<file path="config.mk">
export PLATFORM = sky130hd
export DESIGN_NAME = ipsmacge_pfcgen
export DESIGN_NICKNAME = d
export VERILOG_FILES = /design/src/rtl/ipsmacge_pkg.sv /design/src/rtl/ipsmacge_pfcch.sv /design/src/rtl/ipsmacge_pfcgen.sv
export SDC_FILE = /design/constraint.sdc
export NUM_CORES = 1
export LEC_CHECK = 0
export CORE_UTILIZATION = 58
export DETAILED_ROUTE_END_ITERATION = 10
export DONT_BUFFER_PORTS = 1
export HOLD_SLACK_MARGIN = 0.06
export PLACE_DENSITY = 0.76
export SETUP_SLACK_MARGIN = 0.05
export SYNTH_ARGS = -nofsm -noshare
export SYNTH_HDL_FRONTEND = slang
export SYNTH_SLANG_ARGS = --single-unit
export TNS_END_PERCENT = 5
</file>
<file path="constraint.sdc">
create_clock -name txclk -period 2.5 [get_ports txclk]
set_input_delay 0.5 -clock txclk [delete_from_list [all_inputs] [get_ports txclk]]
set_output_delay 0.5 -clock txclk [all_outputs]
set_load 0.03 [all_outputs]
</file>
<file path="src/rtl/ipsmacge_pkg.sv">
// Shared definitions for the GE MAC priority pause generator: class states,
// quantum clock default and the per-class request struct.
package ipsmacge_pkg;
  typedef enum logic [1:0] {
    PFC_IDLE      = 2'd0,
    PFC_XOFF_PEND = 2'd1,
    PFC_ACTIVE    = 2'd2,
    PFC_XON_PEND  = 2'd3
  } pfc_st_e;

  localparam int QCLK_DEF = 64;
  localparam int XON_QNT  = 0;

  // pend: class wants a slot in the next frame; xoff: that slot carries quanta
  typedef struct packed {
    logic pend;
    logic xoff;
  } pfc_req_t;
endpackage

</file>
<file path="src/rtl/ipsmacge_pfcch.sv">
// One priority class: XOFF/XON state machine plus a saturating refresh
// counter measured in pause quanta.
module ipsmacge_pfcch
  import ipsmacge_pkg::*;
#(
  parameter int QW = 16
) (
  input  logic          txclk,
  input  logic          txrst,
  input  logic          clr,
  input  logic          pauen,
  input  logic          qtick,
  input  logic          snap,
  input  logic [QW-1:0] prefr,
  output pfc_req_t      req
);
  pfc_st_e       st, st_nxt;
  logic [QW-1:0] rcnt;

  always_ff @(posedge txclk) begin
    if (txrst || clr) st <= PFC_IDLE;
    else              st <= st_nxt;
  end

  // A snapshot always wins: the frame already carries this class's current state.
  always_comb begin
    st_nxt = st;
    case (st)
      PFC_IDLE:      if (pauen) st_nxt = PFC_XOFF_PEND;
      PFC_XOFF_PEND: if (snap) st_nxt = PFC_ACTIVE;
                     else if (!pauen) st_nxt = PFC_XON_PEND;
      PFC_ACTIVE:    if (!pauen) st_nxt = PFC_XON_PEND;
                     else if (rcnt >= prefr) st_nxt = PFC_XOFF_PEND;
      PFC_XON_PEND:  if (snap) st_nxt = PFC_IDLE;
                     else if (pauen) st_nxt = PFC_XOFF_PEND;
      default:       st_nxt = PFC_IDLE;
    endcase
  end

  always_ff @(posedge txclk) begin
    if (txrst || clr)                               rcnt <= '0;
    else if (st == PFC_XOFF_PEND && snap)           rcnt <= '0;
    else if (st == PFC_ACTIVE && qtick && rcnt < prefr) rcnt <= rcnt + QW'(1);
  end

  assign req.pend = (st == PFC_XOFF_PEND) || (st == PFC_XON_PEND);
  assign req.xoff = (st == PFC_XOFF_PEND);
endmodule

</file>
<file path="src/rtl/ipsmacge_pfcgen.sv">
// Multi-class pause frame generator: quantum prescaler, per-class FSMs,
// frame snapshot registers and request aggregation.
module ipsmacge_pfcgen
  import ipsmacge_pkg::*;
#(
  parameter int NCH  = 8,
  parameter int QW   = 16,
  parameter int QCLK = QCLK_DEF
) (
  input  logic              txclk,
  input  logic              txrst,
  input  logic [NCH-1:0]    ipauen,
  input  logic [NCH-1:0]    ipaudi,
  input  logic              possfd,
  input  logic              ppaudis,
  input  logic [QW-1:0]     pquanta,
  input  logic [QW-1:0]     prefr,
  output logic              opauen,
  output logic [NCH-1:0]    ocev,
  output logic [NCH*QW-1:0] oqnt,
  output logic [NCH-1:0]    opaudi
);
  localparam int PW = (QCLK > 1) ? $clog2(QCLK) : 1;

  logic [PW-1:0]              pcnt;
  logic                       qtick;
  pfc_req_t [NCH-1:0]         req;
  logic [NCH-1:0]             pend;
  logic [NCH-1:0][QW-1:0]     qnt_q;

  assign qtick = (pcnt == PW'(QCLK - 1));

  always_ff @(posedge txclk) begin
    if (txrst || ppaudis || qtick) pcnt <= '0;
    else                           pcnt <= pcnt + PW'(1);
  end

  for (genvar i = 0; i < NCH; i++) begin : g_ch
    ipsmacge_pfcch #(.QW(QW)) u_ch (
      .txclk (txclk),
      .txrst (txrst),
      .clr   (ppaudis),
      .pauen (ipauen[i]),
      .qtick (qtick),
      .snap  (possfd),
      .prefr (prefr),
      .req   (req[i])
    );
    assign pend[i] = req[i].pend;
  end

  // Snapshot samples class state as registered before the possfd edge.
  always_ff @(posedge txclk) begin
    if (txrst || ppaudis) begin
      opauen <= 1'b0;
      opaudi <= '0;
      ocev   <= '0;
      qnt_q  <= '0;
    end else begin
      opauen <= |pend;
      opaudi <= ipaudi;
      if (possfd) begin
        for (int i = 0; i < NCH; i++) begin
          ocev[i]  <= req[i].pend;
          qnt_q[i] <= (req[i].pend && req[i].xoff) ? pquanta : QW'(XON_QNT);
        end
      end
    end
  end

  assign oqnt = qnt_q;
endmodule

</file>
# Yosys cells after proc, flatten, opt, wreduce, memory -nomap -nowiden
# Index checks and enable logic that the tools add are counted.
# Widths: inputs -> output; s select.
[classes]
n_addsub = 9
order_cmp = 16
eq_ne = 41
mux = 64
reduce_logical = 67
[op_table]
columns = ["op", "n"]
rows = [
  ["$add 16x1->16 const B", 8],
  ["$ge 16x16->1", 8],
  ["$lt 16x16->1", 8],
  ["$mux 16", 8],
  ["$mux 2", 48],
  ["$pmux 2 s4", 8],
  ["$eq 2x2->1 const B", 16],
  ["$logic_and 1x1->1", 32],
  ["$ne 3x2->1 const B", 8],
  ["$ne 3x3->1 const B", 8],
  ["$eq 2x1->1 const B", 8],
  ["$logic_not 2->1", 8],
  ["$reduce_and 2->1", 8],
  ["$reduce_or 2->1", 8],
  ["$logic_or 1x1->1", 10],
  ["$reduce_or 8->1", 1],
  ["$add 6x1->6 const B", 1],
  ["$eq 6x6->1 const B", 1],
]
[totals]
regBits = 295
inputBits = 52
out_inout_bits = 145
elab_cells = 225

# Depth between registers and ports, before layout
[depth]
ltp_word = 4
mapped_depth = 11
ltp_nobuf = 8

# Hierarchy
# From an unflattened synthesis, not the netlist that was laid out.
[unflattened]
hier_cells = 1975
hier_area_um2 = 16410.7
[by_module_without_submodules]
columns = ["module", "instances", "cells_per_inst", "area_each_um2", "seq_area_each_um2"]
rows = [
  ["ipsmacge_pfcch", 8, 163, 1313.8, 360.3],
  ["ipsmacge_pfcgen", 1, 671, 5900.7, 3022.9],
]

# Worst setup path before layout
# No wires, ideal clock.
[synth_path]
kind = "input to register"
start = "input prefr[7]"
end = "register g_ch[2].u_ch.rcnt[15]"
setup_time_ps = 118
arrival_time_ps = 2542
required_ps = 2382
setup_slack_ps = -160
path_stages = 9
n_path_buf = 1
path_cell_list = "inv_1 -> ha_1 -> a21oi_1 -> o21a_1 -> o22ai_1 -> or4_1 -> buf_2 -> or4_1 -> mux2i_1"
[synth_between]
elab_chain_cells = 2
[synth_lines]
columns = ["element", "line", "source"]
rows = [
  ["start: declaration", "ipsmacge_pfcgen.sv:17", "input logic [QW-1:0] prefr,"],
  ["$lt 16x16->1", "ipsmacge_pfcch.sv:43", "else if (st == PFC_ACTIVE && qtick && rcnt < prefr) rcnt <= rcnt + QW'(1);"],
  ["$logic_and 1x1->1", "ipsmacge_pfcch.sv:43", ""],
  ["end signal: assignment", "ipsmacge_pfcch.sv:43", ""],
  ["end: declaration", "ipsmacge_pfcch.sv:18", "logic [QW-1:0] rcnt;"],
]
# Every way passes these cells.
# A chain may end at the register's enable or synchronous reset.

# Final worst setup path
[layout_path]
start = "register g_ch[2].u_ch.rcnt[9]"
end = "register g_ch[2].u_ch.rcnt[11]"
[layout_between]
elab_chain_cells = 2
elab_cells_between_ends = 3
cone_classes = "add/sub: 1; order compare: 1; reduce/logical: 1"
[layout_lines]
columns = ["element", "line"]
rows = [
  ["$lt 16x16->1", "ipsmacge_pfcch.sv:43"],
  ["$logic_and 1x1->1", "ipsmacge_pfcch.sv:43"],
]
# Several ways; a longest one is shown, not always the timed one.

==> summary by stage <==
Cells and area
The number of fill cells is ~1900. The area growth from synthesis to layout is 18.4%. Leaving out fill and tap cells, the most frequent cells in the layout are sky130_fd_sc_hd__dfxtp_1, sky130_fd_sc_hd__nor2_1, sky130_fd_sc_hd__a21oi_1. The post-route cell area is approximately 18000 um2. The library cell used most frequently in the layout, excluding fill and tap cells, is sky130_fd_sc_hd__dfxtp_1. The repair_antennas step left the layout with diodes totalling 0. The final net count is around 2000. The fraction of final layout cells sized beyond drive strength 1 is 15.6%.

Clock tree
The clock latency on the worst-skew pair is approximately 0.57 ns. CTS saw roughly 300 sinks. TritonCTS built the clock tree. In this run the number of H-tree levels came out at 1. The tree is rooted in a sky130_fd_sc_hd__clkbuf_16. Buffers inserted during clock tree synthesis total 31. The buffer levels on the longest clock path is 3. Clock-pin slew was measured on the worst setup and hold paths at about 0.060 ns.

Power and ir drop
Of the total power, the share spent switching nets is 23.6%. The register share of total power is 47.0%. Power spread over the standard cell area amounts to about 580 nW/um2. The combinational power share is under 10%.

For this design the total switching power over the nets is between 2000 and 2500 uW. The portion of total power attributed to the clock network is between 40% and 50%. The cell leakage power is around 0.0064 uW. The largest voltage drop on the vdd net is around 0.0007 V. The internal cell power is 7840 uW. Power comes to 10300 uW.

Timing
Headroom to the max-slew limit came out at around 14%. The final period demand of the worst path is between 2 and 2.5 ns. The number of failing hold endpoints at the final stage is 0. The portion of the clock cycle consumed by the worst path in the final layout is 99.1%. Setup repair after global routing could not meet its margin everywhere. Between clock sinks in the finished design, the worst skew comes to around 0.015 ns.

The number of max-slew violations in the final report is 0. The pin slew with the least headroom to its limit is ~1.3 ns. Setup total negative slack on the finished layout was measured at 0 ns. The final setup violation count is 0. Setup slack closes at 0.0236 ns. For this run, the top clock speed supported by timing is ~0.40 GHz.

Global routing
The maximum number of pins on one net before global-route repair is about 130. The number of global-route vias before repair is ~13000. The global-route usage over all layers is between 30% and 40%.

The global-route wire length before repair is roughly 67 mm. The number of antenna violations at the first check in global routing is 0. The remaining global-route overflow is 0.

Setup path
STA classifies the critical path endpoint as a flop. At the worst endpoint, the required time is approximately 3 ns. The endpoint arrival time on the critical path is 2.96 ns.

The biggest cell delay along the critical path is roughly 0.57 ns. The reg-to-reg setup timing slack is 0.02 ns. By instance count, the cell type seen most on the critical path is sky130_fd_sc_hd__or4_1.

The class of the most critical setup path is reg -> reg. The worst-path maximum fanout is 27. The slowest stage of the critical path belongs to the cell sky130_fd_sc_hd__or4_1. The endpoint identified for the worst register-to-register timing path is g_ch[2].u_ch.rcnt[11]$_SDFFE_PP0P_. Walking the worst path, the cells encountered are ha_4 > a21oi_2 > o21a_1 > o22ai_2 > or4_1 > buf_12 > or4_1 > a21oi_1. In this run the critical register-to-register path is launched from g_ch[2].u_ch.rcnt[9]$_SDFFE_PP0P_.

The worst setup path is launched from a flop. Counting cells, the worst reg-to-reg path comes to 8.

Die
The number of cell rows is 58. The floorplan step defined a die boundary enclosing 26300 um2. The core region is ~25000 um2.

The die width is 162 um. From bottom edge to top edge, the die measures between 150 and 200 um. Once the floorplan was initialized, standard cells occupied just under 60% of the core.

For this design the top-level I/O count stands at approximately 200.

Status
The flow ran to the end, and the final reports show no timing, DRC or antenna violations.

Hold path
The tightest min-delay check is of the in -> reg type. The worst hold path passes through 2 cells. The worst hold path begins at pquanta[1]. The sink of the worst hold path is oqnt[97]$_SDFFE_PP0P_.

Yosys
Each instance of the synthesized netlist takes up on average approximately 8.6 um2. The post-synthesis async set-or-reset flop share is 0%. In the post-synthesis netlist, the biggest area contributors are sky130_fd_sc_hd__dfxtp_1, sky130_fd_sc_hd__ha_1, sky130_fd_sc_hd__a22oi_1. Synthesis inferred between 200 and 300 register bits. Of the post-synthesis cell area, the dominant cell type holds between 30% and 40%. Of all cell types, the one taking the most synthesized area is sky130_fd_sc_hd__dfxtp_1. The synthesized netlist contains 60 unique library cells. Counting every net in the synthesized netlist gives slightly below 2000. The Yosys step of the flow raised 0 warnings. The number of enable-type register cells in the synthesized netlist is 0. For this run, the register share of the synthesized area comes to between 30% and 40%. The main flop type after synthesis is sky130_fd_sc_hd__dfxtp_1. The mapped cell area is roughly 15000 um2. Synthesis produced a netlist whose cell count is 1739.

Drt
The residual DRC count is 0. After detailed routing, the number of vias per cell comes to 6.45. The first detailed-routing pass took 5 iterations. The routed layout has 14000 vias. The count of routing violations after the opening detailed-route iteration is 1347.

Wires add up to roughly 44 mm. In the final routed layout, each cell accounts on average for about 20 um. The count of nets left with antenna violations once routing finished came out at 0.

Placement
The congestion estimate from routability-driven global placement came to slightly above 0.9. The post-detailed-placement half-perimeter wirelength is around 32 mm. The placed instances occupy a cell area of ~16000 um2. The number of port buffers is 0.

The placement-stage worst setup slack is -0.455 ns.

Job
Max-cap violations in this run came to 0.
## flip-flops by register name, summed over array words and instances, names as in the netlist
name,count
g_ch.u_ch.st,16
g_ch.u_ch.rcnt,128
ocev,8
opauen,1
pcnt,6
opaudi,8
oqnt,128
## worst max path at each step
stage | start | endpoint | slack [ns]
2_1_floorplan | prefr[13] | g_ch[2].u_ch.rcnt[15]$_SDFFE_PP0P_ | -0.13
3_3_place_gp | prefr[9] | g_ch[2].u_ch.rcnt[15]$_SDFFE_PP0P_ | -0.38
3_5_place_dp | prefr[9] | g_ch[1].u_ch.rcnt[15]$_SDFFE_PP0P_ | -0.45
4_1_cts | g_ch[2].u_ch.rcnt[9]$_SDFFE_PP0P_ | g_ch[2].u_ch.rcnt[15]$_SDFFE_PP0P_ | 0.04
5_1_grt | g_ch[2].u_ch.rcnt[1]$_SDFFE_PP0P_ | g_ch[2].u_ch.rcnt[9]$_SDFFE_PP0P_ | -0.09
6_report | g_ch[2].u_ch.rcnt[9]$_SDFFE_PP0P_ | g_ch[2].u_ch.rcnt[11]$_SDFFE_PP0P_ | 0.02
## per-layer routing
layer	up-vias	GRT usage (%)	wire length, um
li1	6617	-	-
met1	6695	43.0	18600
met2	582	51.8	20300
met3	115	6.18	3690
met4	0	10.2	1400
met5	-	0	0
## Yosys cell counts, types with 4 or more instances
cell type and number:
sky130_fd_sc_hd__dfxtp_1 295, sky130_fd_sc_hd__nor2_1 209, sky130_fd_sc_hd__a21oi_1 144, sky130_fd_sc_hd__ha_1 137, sky130_fd_sc_hd__nand2_1 131, sky130_fd_sc_hd__a22oi_1 128
sky130_fd_sc_hd__clkbuf_1 79, sky130_fd_sc_hd__inv_1 64, sky130_fd_sc_hd__or4_1 63, sky130_fd_sc_hd__o21ai_0 60, sky130_fd_sc_hd__nand4_1 50, sky130_fd_sc_hd__nand3_1 46
sky130_fd_sc_hd__o31ai_1 41, sky130_fd_sc_hd__or3_1 27, sky130_fd_sc_hd__mux2i_1 26, sky130_fd_sc_hd__o211ai_1 20, sky130_fd_sc_hd__nor3_1 17, sky130_fd_sc_hd__o21a_1 17
sky130_fd_sc_hd__and3_1 15, sky130_fd_sc_hd__nor4_1 15, sky130_fd_sc_hd__xnor2_1 13, sky130_fd_sc_hd__nor3b_1 12, sky130_fd_sc_hd__a211oi_1 11, sky130_fd_sc_hd__nand2b_1 11
sky130_fd_sc_hd__or2_2 11, sky130_fd_sc_hd__and2_1 9, sky130_fd_sc_hd__buf_1 9, sky130_fd_sc_hd__buf_2 8, sky130_fd_sc_hd__and4_1 5, sky130_fd_sc_hd__nor2b_1 5
sky130_fd_sc_hd__o21ai_1 5, sky130_fd_sc_hd__a21o_1 4, sky130_fd_sc_hd__o311a_1 4
## metrics by stage
step / hold WS [ns] / utilization [%] / cells
after global placement: 0.430 / 64.6 / 2107
after global routing: 0.0667 / 70.1 / 2173
after CTS: 0.0611 / 69.3 / 2171
after floorplan: 0.418 / - / 1739
final: 0.0715 / 70.1 / 2173
after detailed placement: 0.436 / 64.6 / 2107
## area by class of cell
class | count | area (um2) | share of cell area [%]
repair buffers | 146 | 1200 | 6.80
well taps | 330 | 413 | 2.34
flip-flops and latches | 295 | 5930 | 33.6
clock inverters | 17 | 239 | 1.35
clock buffers | 38 | 832 | 4.72
multi-input cells | 1283 | 8750 | 49.6
inverters | 64 | 273 | 1.55
## worst max-delay path, delay by kind of cell (launching register included)
family / cells / cell delay [ns]
buf+inv: 1 / 0.19
simple gates: 2 / 1.03
compound gates: 4 / 0.52
flops: 1 / 0.42
fa+ha+maj: 1 / 0.24
## kinds of logic after synthesis
logic type | Yosys count | synth area share (%)
AO/OA/AOI/OAI | 464 | 20.3
multiplexers | 26 | 1.75
adder cells (fa/ha/maj) | 137 | 11.5
flip-flops | 295 | 39.6
AND/OR/NAND/NOR | 640 | 21.7
XOR/XNOR | 16 | 0.940
buffers and inverters | 161 | 4.17
## power groups by stage
| stage | clock network (uW) | registers (uW) | logic (uW) |
|---|---|---|---|
| floorplan | 0 | 4910 | 392 |
| global route | 5100 | 4820 | 648 |
| detailed placement | 0 | 4930 | 563 |
| finish | 4850 | 4820 | 593 |
| CTS | 4880 | 4820 | 580 |
| global placement | 0 | 4920 | 546 |
## timing repair
action	CTS	global route
setup buffers	0	2
hold endpoints to repair	9	0
hold buffers	9	0
setup endpoints to repair	20	69
gates resized for setup	6	49
pin swaps	0	9
No activity file was read; power rests on OpenSTA's default activity.
